==> src/rtl/sdram_test_pkg.sv <==
`default_nettype none
// ============================================================================
// Module   : sdram_test_pkg
// Purpose  : Shared state encoding and LFSR helpers for the SDRAM test master.
// Revision : 1.0
// ============================================================================
package sdram_test_pkg;

    typedef enum logic [2:0] {
        ST_IDLE  = 3'd0,
        ST_WRITE = 3'd1,
        ST_READ  = 3'd2,
        ST_DRAIN = 3'd3,
        ST_DONE  = 3'd4
    } state_e;

    // Feedback taps at bits 15, 13, 12 and 10.
    localparam logic [15:0] LFSR_TAPS    = 16'hB400;
    localparam logic [15:0] DEFAULT_SEED = 16'hACE1;

    function automatic logic [15:0] lfsr_step(input logic [15:0] q);
        return {q[14:0], ^(q & LFSR_TAPS)};
    endfunction

    // An all-zero seed would lock the LFSR, so substitute a known-good one.
    function automatic logic [15:0] eff_seed(input logic [15:0] s);
        return (s == 16'h0000) ? DEFAULT_SEED : s;
    endfunction

endpackage
`default_nettype wire

==> src/rtl/sdram_test_master_lfsr16.sv <==
`default_nettype none
// ============================================================================
// Module   : lfsr16
// Purpose  : 16-bit Fibonacci LFSR with synchronous load and step enable.
// Revision : 1.0
// ============================================================================
module lfsr16
    import sdram_test_pkg::*;
(
    input  logic        clk_i,
    input  logic        rst_ni,
    input  logic        load_i,
    input  logic [15:0] seed_i,
    input  logic        step_i,
    output logic [15:0] q_o
);

    logic [15:0] q_q;

    always_ff @(posedge clk_i or negedge rst_ni) begin
        if (!rst_ni) begin
            q_q <= '0;
        end else if (load_i) begin
            q_q <= seed_i;
        end else if (step_i) begin
            q_q <= lfsr_step(q_q);
        end
    end

    assign q_o = q_q;

endmodule
`default_nettype wire

==> src/rtl/sdram_test_master.sv <==
`default_nettype none
// ============================================================================
// Module   : sdram_test_master
// Purpose  : Avalon-MM SDRAM pattern tester: LFSR fill, pipelined readback, check.
// Revision : 1.0
// ============================================================================
module sdram_test_master
    import sdram_test_pkg::*;
#(
    parameter int unsigned       ADDR_W          = 24,
    parameter int unsigned       DATA_W          = 16,
    parameter logic [ADDR_W-1:0] START_ADDR      = '0,
    parameter logic [ADDR_W-1:0] END_ADDR        = '1,
    parameter logic [15:0]       SEED            = 16'h0001,
    parameter int unsigned       MAX_OUTSTANDING = 8
) (
    input  logic              clk_clk,
    input  logic              reset_reset_n,
    input  logic              start,
    output logic [ADDR_W-1:0] avm_address,
    output logic [1:0]        avm_byteenable_n,
    output logic              avm_chipselect,
    output logic [DATA_W-1:0] avm_writedata,
    output logic              avm_read_n,
    output logic              avm_write_n,
    input  logic [DATA_W-1:0] avm_readdata,
    input  logic              avm_readdatavalid,
    input  logic              avm_waitrequest,
    output logic              busy,
    output logic              done,
    output logic              pass,
    output logic [15:0]       err_cnt,
    output logic [ADDR_W-1:0] first_err_addr,
    output logic              first_err_valid
);

    localparam logic [3:0] MAX_OUT = 4'(MAX_OUTSTANDING);

    state_e            state_q;
    logic              cs_q;
    logic              read_n_q;
    logic              write_n_q;
    logic [ADDR_W-1:0] addr_q;
    logic [ADDR_W-1:0] chk_addr_q;
    logic [3:0]        out_q;
    logic [3:0]        out_d;
    logic [15:0]       err_q;
    logic [ADDR_W-1:0] ferr_addr_q;
    logic              ferr_valid_q;
    logic              busy_q;
    logic              done_q;
    logic              pass_q;

    logic [15:0] gen_q;
    logic [15:0] chk_q;

    logic w_start;
    logic w_wr_acc;
    logic w_rd_acc;
    logic w_rvalid;
    logic w_last;
    logic w_mismatch;

    assign w_start    = start && ((state_q == ST_IDLE) || (state_q == ST_DONE));
    assign w_wr_acc   = cs_q && !write_n_q && !avm_waitrequest;
    assign w_rd_acc   = cs_q && !read_n_q && !avm_waitrequest;
    // A response with nothing outstanding is stray unless it pairs with this cycle's accept.
    assign w_rvalid   = avm_readdatavalid && ((out_q != 4'd0) || w_rd_acc);
    assign w_last     = (addr_q == END_ADDR);
    assign w_mismatch = w_rvalid && (avm_readdata != chk_q);

    always_comb begin
        out_d = out_q;
        if (w_rd_acc && !w_rvalid) begin
            out_d = out_q + 4'd1;
        end else if (!w_rd_acc && w_rvalid) begin
            out_d = out_q - 4'd1;
        end
    end

    lfsr16 u_gen (
        .clk_i  (clk_clk),
        .rst_ni (reset_reset_n),
        .load_i (w_start),
        .seed_i (eff_seed(SEED)),
        .step_i (w_wr_acc),
        .q_o    (gen_q)
    );

    lfsr16 u_chk (
        .clk_i  (clk_clk),
        .rst_ni (reset_reset_n),
        .load_i (w_wr_acc && w_last),
        .seed_i (eff_seed(SEED)),
        .step_i (w_rvalid),
        .q_o    (chk_q)
    );

    always_ff @(posedge clk_clk or negedge reset_reset_n) begin
        if (!reset_reset_n) begin
            state_q      <= ST_IDLE;
            cs_q         <= 1'b0;
            read_n_q     <= 1'b1;
            write_n_q    <= 1'b1;
            addr_q       <= '0;
            chk_addr_q   <= '0;
            out_q        <= '0;
            err_q        <= '0;
            ferr_addr_q  <= '0;
            ferr_valid_q <= 1'b0;
            busy_q       <= 1'b0;
            done_q       <= 1'b0;
            pass_q       <= 1'b0;
        end else begin
            out_q <= out_d;
            if (w_rvalid) begin
                chk_addr_q <= chk_addr_q + 1'b1;
                if (w_mismatch) begin
                    if (err_q != 16'hFFFF) begin
                        err_q <= err_q + 16'd1;
                    end
                    if (!ferr_valid_q) begin
                        ferr_addr_q  <= chk_addr_q;
                        ferr_valid_q <= 1'b1;
                    end
                end
            end

            case (state_q)
                ST_IDLE, ST_DONE: begin
                    if (w_start) begin
                        state_q      <= ST_WRITE;
                        busy_q       <= 1'b1;
                        done_q       <= 1'b0;
                        pass_q       <= 1'b0;
                        err_q        <= '0;
                        ferr_addr_q  <= '0;
                        ferr_valid_q <= 1'b0;
                        cs_q         <= 1'b1;
                        write_n_q    <= 1'b0;
                        addr_q       <= START_ADDR;
                    end
                end
                ST_WRITE: begin
                    if (w_wr_acc) begin
                        if (w_last) begin
                            // Go straight into reading; nothing is outstanding yet.
                            state_q    <= ST_READ;
                            write_n_q  <= 1'b1;
                            read_n_q   <= 1'b0;
                            addr_q     <= START_ADDR;
                            chk_addr_q <= START_ADDR;
                        end else begin
                            addr_q <= addr_q + 1'b1;
                        end
                    end
                end
                ST_READ: begin
                    if (w_rd_acc && w_last) begin
                        state_q  <= ST_DRAIN;
                        read_n_q <= 1'b1;
                        cs_q     <= 1'b0;
                    end else begin
                        if (w_rd_acc) begin
                            addr_q <= addr_q + 1'b1;
                        end
                        // A stalled command stays presented: out_d cannot grow without an accept.
                        read_n_q <= !(out_d < MAX_OUT);
                        cs_q     <= (out_d < MAX_OUT);
                    end
                end
                ST_DRAIN: begin
                    if (out_q == 4'd0) begin
                        state_q <= ST_DONE;
                        busy_q  <= 1'b0;
                        done_q  <= 1'b1;
                        pass_q  <= (err_q == 16'd0);
                    end
                end
                default: state_q <= ST_IDLE;
            endcase
        end
    end

    assign avm_address      = addr_q;
    assign avm_byteenable_n = 2'b00;
    assign avm_chipselect   = cs_q;
    assign avm_writedata    = gen_q;
    assign avm_read_n       = read_n_q;
    assign avm_write_n      = write_n_q;
    assign busy             = busy_q;
    assign done             = done_q;
    assign pass             = pass_q;
    assign err_cnt          = err_q;
    assign first_err_addr   = ferr_addr_q;
    assign first_err_valid  = ferr_valid_q;

endmodule
`default_nettype wire

==> config.mk <==
export PLATFORM = sky130hd
export DESIGN_NAME = sdram_test_master
export DESIGN_NICKNAME = d
export VERILOG_FILES = /design/src/rtl/sdram_test_pkg.sv /design/src/rtl/sdram_test_master_lfsr16.sv /design/src/rtl/sdram_test_master.sv
export SDC_FILE = /design/constraint.sdc
export NUM_CORES = 1
export LEC_CHECK = 0
export ABC_AREA = 1
export CAP_MARGIN = 20
export CORE_ASPECT_RATIO = 0.8
export CORE_MARGIN = 2
export CORE_UTILIZATION = 55
export CTS_CLUSTER_SIZE = 40
export DETAILED_ROUTE_END_ITERATION = 16
export HOLD_SLACK_MARGIN = 0.05
export PLACE_DENSITY = 0.8
export RECOVER_POWER = 25
export REMOVE_ABC_BUFFERS = 1
export SETUP_SLACK_MARGIN = 0.05
export SYNTH_ARGS = -nofsm -noshare
export SYNTH_HDL_FRONTEND = slang
export SYNTH_SLANG_ARGS = --single-unit
==> constraint.sdc <==
create_clock -name clk_clk -period 3.9 [get_ports clk_clk]
set_input_delay 0.78 -clock clk_clk [delete_from_list [all_inputs] [get_ports clk_clk]]
set_output_delay 0.78 -clock clk_clk [all_outputs]
set_load 0.05 [all_outputs]
==> reports/results.md, run 1 <==
| Metric | Reported | Unit |
| --- | --- | --- |
| Run status | finished, violations left | - |
| Violated checks | max-capacitance violations, max-slew violations | - |
| First-pass iteration count of the detailed router | 5 | - |
| DPL Wire Length | 14500 | um |
| Met1 Routed Length | 9970 | um |
| Gate Count Post-Synth | 1192 | - |
| Horizontal die dimension | 140 | um |
| Number of global-route vias before repair | 7496 | - |
| CP Class | reg2out | - |
| Setup TNS | 0 | ns |
| Clock sink count | 134 | - |
| Worst relative slew slack | -46.8 | % |
| First-pass GRT wire length | 36000 | um |
| Antenna Diode Count | 0 | - |
| Resize count post-CTS | 0 | - |
| Average wire length per cell after detail routing | 14.4 | um |
| Post CTS Setup Buffer Count | 0 | - |
| Post-Syn Area per Cell | 6.85 | sq um |
| RSZ-0062 raised after global routing | false | - |
| Clk Latency, worst-skew pair | 0.42 | ns |
| Core area | 14400 | sq um |
| Die Span Y | 113 | um |
| Net total in the final layout | 1312 | - |
| Internal power | 4090 | uW |
| # setup viols final | 0 | - |
| Share of cells above drive strength 1 | 5.47 | % |
| Worst min-delay path category | reg2reg | - |
| CTS tree | yes | - |
| Number of buffers inserted during clock tree synthesis | 17 | - |
| Leading cell type in the layout, fill and taps excluded | sky130_fd_sc_hd__nand2_1 | - |
| P&R area growth vs syn | 22.2 | % |
| Count of routing violations after the opening detailed-route iteration | 620 | - |
| Per-cell via count in the routed design | 5.39 | - |
| Topmost layer with routed signal wires | met4 | - |
| Number of I/O pins | 110 | - |
| Met3 WL post-DR | 1260 | um |
| Power density of the placed cells | 776 | nW/um^2 |
| Number of failing hold endpoints at the final stage | 0 | - |
| Library cell contributing the largest single delay on the critical path | sky130_fd_sc_hd__clkdlybuf4s50_1 | - |
| Critical path buffer and inverter count | 1 | - |
| # port buffers | 107 | - |
| Master cell of the clock root buffer | sky130_fd_sc_hd__clkbuf_16 | - |
| Count of filler cells inserted in the layout | 1184 | - |
| Total vias in the final route | 7987 | - |
| Final worst-path cycle share | 66.1 | % |
| Sum of met2 wire segment lengths after detailed routing | 9770 | um |
| Post-layout instance area | 9980 | sq um |
| Critical path's top delay family | buffers and inverters | - |
| Residual overflow from global routing | 0 | - |
| Number of nets with antenna violations after routing | 0 | - |
| Unique masters post-synth | 35 | - |
| Clock transition at the registers of the reported paths | 0.06 | ns |
| Slowest Stage Delay on Critical Path | 0.86 | ns |
| Switching power summed over all nets | 3650 | uW |
| Cts-stage hold buffer count | 0 | - |
| Initial cell density of the core | 56.7 | % |
| Fmax achieved | 388 | MHz |
| Leak pwr | 0.00488 | uW |
| Largest fanout of any net on the critical path | 7 | - |
| Count of yosys warnings during synthesis | 0 | - |
| Overall die area | 15800 | sq um |
| CTS HTree Levels | 4 | - |
| Setup slack of the worst register-to-register path | 1.42 | ns |
| Overall routed net length | 21400 | um |
| Final setup skew | 0.0107 | ns |
| Data required time at the worst endpoint | 3.12 | ns |
| Part of the power in combinational logic | 47.3 | % |
| Synthesis-stage register bit count | 134 | - |
| Total cell area at the placement stage | 9350 | sq um |
| Commonest non-fill, non-tap cells in the layout | sky130_fd_sc_hd__nand2_1, sky130_fd_sc_hd__dfrtp_1, sky130_fd_sc_hd__nor2_1 | - |
| Worst-case clock buffer depth | 2 | - |
| Post-synthesis instance area | 8170 | sq um |
| Period minus WS final | 2.58 | ns |
| Worst-path cell chain | clkdlybuf4s50_1 | - |
| Actual transition at the worst max-transition pin | 2.20 | ns |
| Worst setup EP type | output pin | - |
| Fraction of power consumed by the clock network | 22.6 | % |
| Switching power as a share of total power | 47.1 | % |
| Max cap viols | 1 | - |
| Final-report max-slew violation count | 85 | - |
| Maximum number of pins on one net before global-route repair | 86 | - |
| Fraction of the yosys area taken by sequential cells | 41.1 | % |
| RePlAce Congestion | 0.908 | - |
| Worst Setup Start Kind | register | - |
| Final routed DRC violation total | 0 | - |
| Antenna violations before repair | 0 | - |
| Number of standard-cell rows in the floorplan | 39 | - |
| Final core occ | 69.3 | % |
| Max rail drop VDD | 0.000478 | V |
| Arrival time at the worst endpoint | 1.80 | ns |
| Total routing usage reported by global routing | 27.9 | % |
| Reg power frac | 30.2 | % |
area by class of cell:
class                   instances  area (sq um)  area share [%]
well taps                     184           230            2.31
repair buffers                118          1170            11.8
clock buffers                  18           439            4.40
clock inverters                14           198            1.98
inverters                     132           498            4.99
multi-input cells             881          4080            40.9
flip-flops and latches        134          3360            33.6
Yosys cell counts, drive strengths merged:
| cell type | n | area [sq um] |
|---|---|---|
| nand4 | 17 | 106 |
| clkinv | 1 | 3.75 |
| xor2 | 37 | 324 |
| a22oi | 1 | 7.51 |
| nor2 | 131 | 502 |
| buf | 27 | 166 |
| nand2 | 411 | 1550 |
| o31ai | 5 | 37.5 |
| nand3 | 112 | 586 |
| dfrtp | 132 | 3300 |
| conb | 1 | 3.75 |
| nor4 | 2 | 12.5 |
| ha | 7 | 87.6 |
| or2 | 2 | 12.5 |
| nor3 | 15 | 85.1 |
| nand3b | 2 | 15.0 |
| clkbuf | 19 | 73.8 |
| o221ai | 1 | 8.76 |
| o21ai | 62 | 310 |
| xnor2 | 8 | 70.1 |
| a21boi | 1 | 18.8 |
| inv | 131 | 494 |
| a21oi | 61 | 305 |
| dfstp | 2 | 52.6 |
| o211ai | 4 | 30.0 |
metrics by stage:
| step | std cells | setup WS [ns] | hold WS, ns | power, uW |
|---|---|---|---|---|
| 2_1_floorplan | 1147 | 0.530 | 0.484 | 4770 |
| 3_3_place_gp | 1449 | 1.05 | 0.463 | 5880 |
| 3_5_place_dp | 1449 | 0.979 | 0.474 | 5970 |
| 4_1_cts | 1481 | 1.32 | 0.446 | 7750 |
| 5_1_grt | 1481 | 1.15 | 0.517 | 8240 |
| 6_report | 1481 | 1.32 | 0.482 | 7740 |
worst register-to-register path, stage by stage, from the launching register on:
cell and delay (ns):
sky130_fd_sc_hd__dfrtp_1 0.49, sky130_fd_sc_hd__ha_1 0.35, sky130_fd_sc_hd__nand3_2 0.18, sky130_fd_sc_hd__inv_2 0.12, sky130_fd_sc_hd__nand2_2 0.08, sky130_fd_sc_hd__nor2_2 0.10
sky130_fd_sc_hd__nand3_2 0.10, sky130_fd_sc_hd__nand2_1 0.07, sky130_fd_sc_hd__nand2_1 0.05, sky130_fd_sc_hd__nand2_2 0.43, sky130_fd_sc_hd__inv_4 0.21, sky130_fd_sc_hd__nand2_1 0.11
sky130_fd_sc_hd__o21ai_0 0.08
final timing paths:
check                                              to  cells past startpoint                  startpoint
hold / removal                       done$_DFFE_PN0P_                      2            done$_DFFE_PN0P_
max in group asynchronous    chk_addr_q[16]$_DFF_PN0_                      1               reset_reset_n
hold reg to reg                      done$_DFFE_PN0P_                      2            done$_DFFE_PN0P_
setup reg to reg           avm_address[8]$_DFFE_PN0P_                     12  avm_address[0]$_DFFE_PN0P_
min in group asynchronous        err_cnt[5]$_DFF_PN0_                      1               reset_reset_n
setup / recovery                       avm_address[2]                      1  avm_address[2]$_DFFE_PN0P_
power groups by stage:
stage / combinational (uW) / sequential, uW / clock (uW)
after floorplan: 1620 / 3150 / 0
after global placement: 3550 / 2330 / 0
after detailed placement: 3630 / 2340 / 0
after CTS: 3660 / 2330 / 1760
after global routing: 4020 / 2400 / 1820
final: 3660 / 2330 / 1750
kinds of logic after synthesis:
logic type	share of synthesized area (%)
AO/OA/AOI/OAI	8.79
adder cells (fa/ha/maj)	1.07
other	0.0459
flip-flops	41.1
AND/OR/NAND/NOR	35.1
XOR/XNOR	4.83
buffers and inverters	9.04
routing by layer:
layer | GRT usage (%) | vias up
met5 | 0 | -
met4 | 9.02 | 0
met3 | 5.25 | 35
met2 | 45.0 | 285
met1 | 38.3 | 3722
li1 | - | 3945
flip-flops by register name (all words and copies together), names as in the netlist:
name / flops
avm_address: 24
avm_chipselect: 1
avm_read_n: 1
avm_write_n: 1
busy: 1
chk_addr_q: 24
done: 1
err_cnt: 16
first_err_addr: 24
first_err_valid: 1
out_q: 4
pass: 1
state_q: 3
u_chk.q_o: 16
u_gen.q_o: 16
No activity file was read; power rests on OpenSTA's default activity.
==> inputs of run 2 (changes only) <==
--- a/config.mk
+++ b/config.mk
@@ -9,11 +9,11 @@
 export CAP_MARGIN = 20
 export CORE_ASPECT_RATIO = 0.8
 export CORE_MARGIN = 2
-export CORE_UTILIZATION = 55
+export CORE_UTILIZATION = 51
 export CTS_CLUSTER_SIZE = 40
 export DETAILED_ROUTE_END_ITERATION = 16
 export HOLD_SLACK_MARGIN = 0.05
-export PLACE_DENSITY = 0.8
+export PLACE_DENSITY = 0.78
 export RECOVER_POWER = 25
 export REMOVE_ABC_BUFFERS = 1
 export SETUP_SLACK_MARGIN = 0.05
==> constraint.sdc (replaced) <==
create_clock -name clk_clk -period 2.2 [get_ports clk_clk]
set_input_delay 0.44 -clock clk_clk [delete_from_list [all_inputs] [get_ports clk_clk]]
set_output_delay 0.44 -clock clk_clk [all_outputs]
set_load 0.05 [all_outputs]
==> run 2 against run 1 <==
The run now ends clean. Register-to-register slack worse by 1.2 ns. Global-route usage down 2.0 points. Worst hold slack better by 0.034 ns. Largest power group unchanged. Highest routed layer unchanged.
==> reports/results.md, run 2 (same netlist as run 1, synthesis figures left out) <==
| Metric | Reported | Unit |
| --- | --- | --- |
| Horizontal die dimension | 145 | um |
| Leading cell type in the layout, fill and taps excluded | sky130_fd_sc_hd__nand2_1 | - |
| Part of the power in combinational logic | 49.3 | % |
| GR met1 Demand/Resource | 35.4 | % |
| Run status | completed | - |
| WHS Path Cells | 2 | - |
| Net total in the final layout | 1343 | - |
| Worst relative slew slack | 34.4 | % |
| Commonest non-fill, non-tap cells in the layout | sky130_fd_sc_hd__nand2_1, sky130_fd_sc_hd__dfrtp_1, sky130_fd_sc_hd__nor2_1 | - |
| Startpoint of the tightest hold check path | avm_read_n$_DFFE_PN1P_ | - |
| Final routed DRC violation total | 0 | - |
| Number of I/O pins | 110 | - |
| Period minus WS final | 2.10 | ns |
| Data required time at the worst endpoint | 1.76 | ns |
| Share of cells above drive strength 1 | 7.76 | % |
| Count of filler cells inserted in the layout | 1360 | - |
| Number of cells on the worst reg-to-reg path | 9 | - |
| Final setup skew | 0.00528 | ns |
| Core area | 15700 | sq um |
| Average wire length per cell after detail routing | 13.9 | um |
| Fin cells | 1543 | - |
| Critical path's top delay family | buffers and inverters | - |
| Reg-to-Reg End | first_err_addr[2]$_DFF_PN0_ | - |
| # setup viols final | 0 | - |
| Slowest Stage Delay on Critical Path | 0.83 | ns |
| Fmax achieved | 477 | MHz |
| Max rail drop VDD | 0.000655 | V |
| Number of standard-cell rows in the floorplan | 41 | - |
| Number of failing hold endpoints at the final stage | 0 | - |
| Leak pwr | 0.00530 | uW |
| First-pass GRT wire length | 35700 | um |
| Die Span Y | 117 | um |
| Worst setup EP type | output pin | - |
| Worst min-delay path category | reg2reg | - |
| Worst-path cell chain | clkdlybuf4s50_1 | - |
| Count of routing violations after the opening detailed-route iteration | 469 | - |
| First-pass iteration count of the detailed router | 5 | - |
| Maximum number of pins on one net before global-route repair | 43 | - |
| Final-report max-slew violation count | 0 | - |
| Per-cell via count in the routed design | 5.19 | - |
| Setup slack of the worst register-to-register path | 0.23 | ns |
| Most crowded layer after global routing | met2 | - |
| Fraction of power consumed by the clock network | 20.4 | % |
| Clk Latency, worst-skew pair | 0.42 | ns |
| GR Layer Usage met2 | 42.3 | % |
| Worst Setup Start Kind | register | - |
| Total routing usage reported by global routing | 25.8 | % |
| Number of global-route vias before repair | 7387 | - |
| Reg-to-Reg Start | out_q[0]$_DFFE_PN0P_ | - |
| Switching power as a share of total power | 47.5 | % |
| CP Class | reg2out | - |
| Overall die area | 17000 | sq um |
| Actual transition at the worst max-transition pin | 0.984 | ns |
| Power density of the placed cells | 1320 | nW/um^2 |
| DPL Wire Length | 15000 | um |
| Clock transition at the registers of the reported paths | 0.06 | ns |
| P&R area growth vs syn | 25.8 | % |
| Worst hold path endpoint | avm_read_n$_DFFE_PN1P_ | - |
| Arrival time at the worst endpoint | 1.66 | ns |
| Number of nets with antenna violations after routing | 0 | - |
| Final worst-path cycle share | 95.3 | % |
| Number of buffers inserted during clock tree synthesis | 17 | - |
| # port buffers | 107 | - |
| Internal power | 7130 | uW |
| Clock sink count | 134 | - |
| Critical path buffer and inverter count | 1 | - |
| Residual overflow from global routing | 0 | - |
| Worst-case clock buffer depth | 2 | - |
| Total cell area at the placement stage | 9690 | sq um |
| Antenna violations before repair | 0 | - |
| Library cell contributing the largest single delay on the critical path | sky130_fd_sc_hd__clkdlybuf4s50_1 | - |
| Largest fanout of any net on the critical path | 4 | - |
| Reg power frac | 30.2 | % |
| Max cap viols | 0 | - |
| CTS HTree Levels | 4 | - |
| CTS tree | yes | - |
| Total instance count after detailed placement | 1509 | - |
| Overall routed net length | 21400 | um |
| Antenna Diode Count | 0 | - |
| RSZ-0062 raised after global routing | false | - |
| Initial cell density of the core | 52.0 | % |
| Total vias in the final route | 8006 | - |
| Post-layout instance area | 10300 | sq um |
| Switching power summed over all nets | 6460 | uW |
| RePlAce Congestion | 0.911 | - |
| Master cell of the clock root buffer | sky130_fd_sc_hd__clkbuf_16 | - |
| Met3 usage in global routing | 5.31 | % |
[run 2: cell types whose count changed in the layout (fill, tap and decap cells not counted), sizes merged, moves of 2 or more]
cell	delta
dlymetal6s2s	+10
buf	+31
bufinv	-2
clkdlybuf4s50	-42
inv	-2
clkinv	+3
dlygate4sd2	+31
[run 2: final cells by class]
class	instances	area, sq um	area share (%)
Timing Repair Buffer	149	1490	14.5
Multi-Input combinational cell	881	4090	39.8
Tap cell	215	269	2.62
Clock inverter	13	131	1.28
Clock buffer	19	443	4.31
Inverter	132	498	4.85
Sequential cell	134	3360	32.7
[run 2: how the worst max path moves through the flow]
stage / startpoint / endpoint / slack (ns) / cells after the start
finish: u_gen.q_o[12]$_DFFE_PN0P_ / avm_writedata[12] / 0.10 / 1
global route: u_gen.q_o[12]$_DFFE_PN0P_ / avm_writedata[12] / 0.06 / 1
CTS: avm_address[5]$_DFFE_PN0P_ / avm_address[5] / 0.05 / 1
detailed placement: avm_waitrequest / chk_addr_q[19]$_DFF_PN0_ / -0.1 / 8
global placement: avm_waitrequest / chk_addr_q[19]$_DFF_PN0_ / -0.06 / 8
floorplan: avm_chipselect$_DFFE_PN0P_ / err_cnt[15]$_DFF_PN0_ / -1.08 / 5
[run 2: layer usage]
| metal | vias up | wire length, um |
|---|---|---|
| met2 | 265 | 9820 |
| met3 | 22 | 1280 |
| met1 | 3704 | 10100 |
| met4 | 0 | 233 |
| met5 | - | 0 |
| li1 | 4015 | - |
[run 2: stage by stage]
stage / setup slack (ns) / util [%] / TNS (ns) / power, uW / hold slack [ns]
after floorplan: -1.08 / - / -58.76 / 8460 / 0.144
after global placement: -0.0586 / 61.7 / -0.104 / 10700 / 0.370
after detailed placement: -0.0991 / 61.7 / -0.645 / 10800 / 0.363
after CTS: 0.0507 / 65.2 / 0 / 13600 / 0.492
after global routing: 0.0555 / 65.5 / 0 / 14500 / 0.526
final: 0.104 / 65.5 / 0 / 13600 / 0.517
[run 2: power by group through the flow]
stage               Clock, uW  Sequential (uW)  Combinational, uW
floorplan                   0             5580               2880
global placement            0             4100               6590
detailed placement          0             4120               6720
CTS                      2810             4090               6700
global route             2920             4240               7340
finish                   2780             4110               6710
[run 2: what timing repair did]
action	CTS	global route
endpoints found under the setup margin	31	41
hold buffers	1	0
buffers inserted	0	1
hold endpoints to repair	31	0
pin swaps	0	1
gates resized for setup	31	12
==> inputs of run 3 (changes only) <==
--- a/config.mk
+++ b/config.mk
@@ -16,7 +16,7 @@
 export PLACE_DENSITY = 0.78
 export RECOVER_POWER = 25
 export REMOVE_ABC_BUFFERS = 1
-export SETUP_SLACK_MARGIN = 0.05
+export SETUP_SLACK_MARGIN = 0.02
 export SYNTH_ARGS = -nofsm -noshare
 export SYNTH_HDL_FRONTEND = slang
 export SYNTH_SLANG_ARGS = --single-unit
==> run 3 against run 2 <==
Worst hold slack worse by 0.011 ns. Routed wire length down 0.14%. Flip-flop and latch count unchanged. Clock skew up 0.00073 ns. Die area unchanged. Critical path depth unchanged. Combinational power up 0.6%. Sequential power about the same. First-iteration DRC count down 5.1%.
==> reports/results.md, run 3 (same netlist as run 1, synthesis figures left out) <==
| Metric | Reported | Unit |
| --- | --- | --- |
| Final setup skew | 0.00601 | ns |
| Maximum number of pins on one net before global-route repair | 43 | - |
| Fmax achieved | 469 | MHz |
| Residual overflow from global routing | 0 | - |
| Overall routed net length | 21400 | um |
| # port buffers | 107 | - |
| Leading cell type in the layout, fill and taps excluded | sky130_fd_sc_hd__nand2_1 | - |
| Clock sink count | 134 | - |
| First-pass iteration count of the detailed router | 7 | - |
| Master cell of the clock root buffer | sky130_fd_sc_hd__clkbuf_16 | - |
| Clock transition at the registers of the reported paths | 0.06 | ns |
| Final core occ | 65.5 | % |
| Leak pwr | 0.00533 | uW |
| Final-report max-slew violation count | 0 | - |
| Slowest Stage Delay on Critical Path | 0.83 | ns |
| CTS HTree Levels | 4 | - |
| Count of routing violations after the opening detailed-route iteration | 445 | - |
| Die Span Y | 117 | um |
| Worst setup EP type | output pin | - |
| Run status | completed | - |
| Power density of the placed cells | 1330 | nW/um^2 |
| # setup viols final | 0 | - |
| Average wire length per cell after detail routing | 13.8 | um |
| CTS tree | yes | - |
| First-pass GRT wire length | 35700 | um |
| Total cell area at the placement stage | 9690 | sq um |
| Final routed DRC violation total | 0 | - |
| Number of global-route vias before repair | 7390 | - |
| Number of buffers inserted during clock tree synthesis | 17 | - |
| P&R area growth vs syn | 25.9 | % |
| Worst-case clock buffer depth | 2 | - |
| RSZ-0062 raised after global routing | false | - |
| Library cell contributing the largest single delay on the critical path | sky130_fd_sc_hd__clkdlybuf4s50_1 | - |
| Initial cell density of the core | 52.0 | % |
| CP Class | reg2out | - |
| Worst relative slew slack | 38.8 | % |
| Largest fanout of any net on the critical path | 6 | - |
| Max cap viols | 0 | - |
| Commonest non-fill, non-tap cells in the layout | sky130_fd_sc_hd__nand2_1, sky130_fd_sc_hd__dfrtp_1, sky130_fd_sc_hd__nor2_1 | - |
| Total routing usage reported by global routing | 25.8 | % |
| DPL Wire Length | 15000 | um |
| Net total in the final layout | 1343 | - |
| Worst Setup Start Kind | register | - |
| Post-layout instance area | 10300 | sq um |
| Number of standard-cell rows in the floorplan | 41 | - |
| Number of nets with antenna violations after routing | 0 | - |
| Final worst-path cycle share | 96.9 | % |
| Number of I/O pins | 110 | - |
| Data required time at the worst endpoint | 1.76 | ns |
| Period minus WS final | 2.13 | ns |
| Overall die area | 17000 | sq um |
| Per-cell via count in the routed design | 5.20 | - |
| Antenna Diode Count | 0 | - |
| Number of failing hold endpoints at the final stage | 0 | - |
| Horizontal die dimension | 145 | um |
| RePlAce Congestion | 0.911 | - |
| Share of cells above drive strength 1 | 7.76 | % |
| Max rail drop VDD | 0.000657 | V |
| Total vias in the final route | 8029 | - |
| Clk Latency, worst-skew pair | 0.43 | ns |
| Critical path's top delay family | buffers and inverters | - |
| Tot Pwr | 13600 | uW |
| Actual transition at the worst max-transition pin | 0.918 | ns |
| Worst min-delay path category | reg2reg | - |
| Arrival time at the worst endpoint | 1.69 | ns |
| Core area | 15700 | sq um |
| Count of filler cells inserted in the layout | 1355 | - |
| Worst-path cell chain | clkdlybuf4s50_1 | - |
| Critical path buffer and inverter count | 1 | - |
| Antenna violations before repair | 0 | - |
run 3: cell count changes in the layout (fill, tap and decap cells not counted), sizes merged:
cell	delta
buf	-2
clkbuf	+2
clkdlybuf4s50	+9
dlygate4sd2	-15
dlymetal6s2s	+6
run 3: area by class of cell:
| type | instances | area, sq um | share of cell area (%) |
|---|---|---|---|
| Timing Repair Buffer | 149 | 1500 | 14.6 |
| Clock inverter | 13 | 131 | 1.28 |
| Tap cell | 215 | 269 | 2.62 |
| Clock buffer | 19 | 443 | 4.31 |
| Inverter | 132 | 498 | 4.84 |
| Multi-Input combinational cell | 881 | 4090 | 39.7 |
| Sequential cell | 134 | 3360 | 32.6 |
run 3: tightest hold or removal path: stages, from the launching register on:
cell	delay (ns)
sky130_fd_sc_hd__dfstp_2	0.38
sky130_fd_sc_hd__nand3_1	0.08
sky130_fd_sc_hd__nand2_1	0.05
run 3: timing repair:
action                                  4_1_cts  5_1_grt
endpoints found under the hold margin        31        0
setup buffers                                 0        1
endpoints found under the setup margin       16       28
resized for setup                            16       18
hold buffers                                  1        0
pin swaps                                     0        1
cloned                                        0        0
run 3: final timing paths:
path                            slack (ns)                   start                           to  depth (start not counted)
worst min-delay path                  0.51  avm_read_n$_DFFE_PN1P_       avm_read_n$_DFFE_PN1P_                          2
worst min register to register        0.51  avm_read_n$_DFFE_PN1P_       avm_read_n$_DFFE_PN1P_                          2
worst max register to register        0.23    out_q[0]$_DFFE_PN0P_  first_err_addr[2]$_DFF_PN0_                          9
max in group asynchronous             0.33           reset_reset_n    u_chk.q_o[14]$_DFFE_PN0P_                          3
min in group asynchronous             0.68           reset_reset_n        err_cnt[10]$_DFF_PN0_                          2
worst max-delay path                  0.07    err_cnt[7]$_DFF_PN0_                   err_cnt[7]                          1
run 3: per-layer routing:
layer	GRT usage (%)	vias up	routed length, um
li1	-	4012	-
met1	35.4	3728	9960
met2	42.3	265	9850
met3	5.31	24	1310
met4	7.19	0	246
met5	0	-	0
run 3: report_power, final:
part	switching (uW)	internal (uW)
logic	4510	2240
registers	861	3250
clock network	1090	1690
total	6470	7180
run 3: stage by stage:
stage	setup slack [ns]	instances	setup TNS, ns	hold WS, ns
after floorplan	-1.08	1147	-58.76	0.144
after global placement	-0.0586	1509	-0.104	0.370
after CTS	0.0201	1542	0	0.492
after detailed placement	-0.0991	1509	-0.645	0.363
after global routing	0.0222	1543	0	0.526
final	0.0687	1543	0	0.506
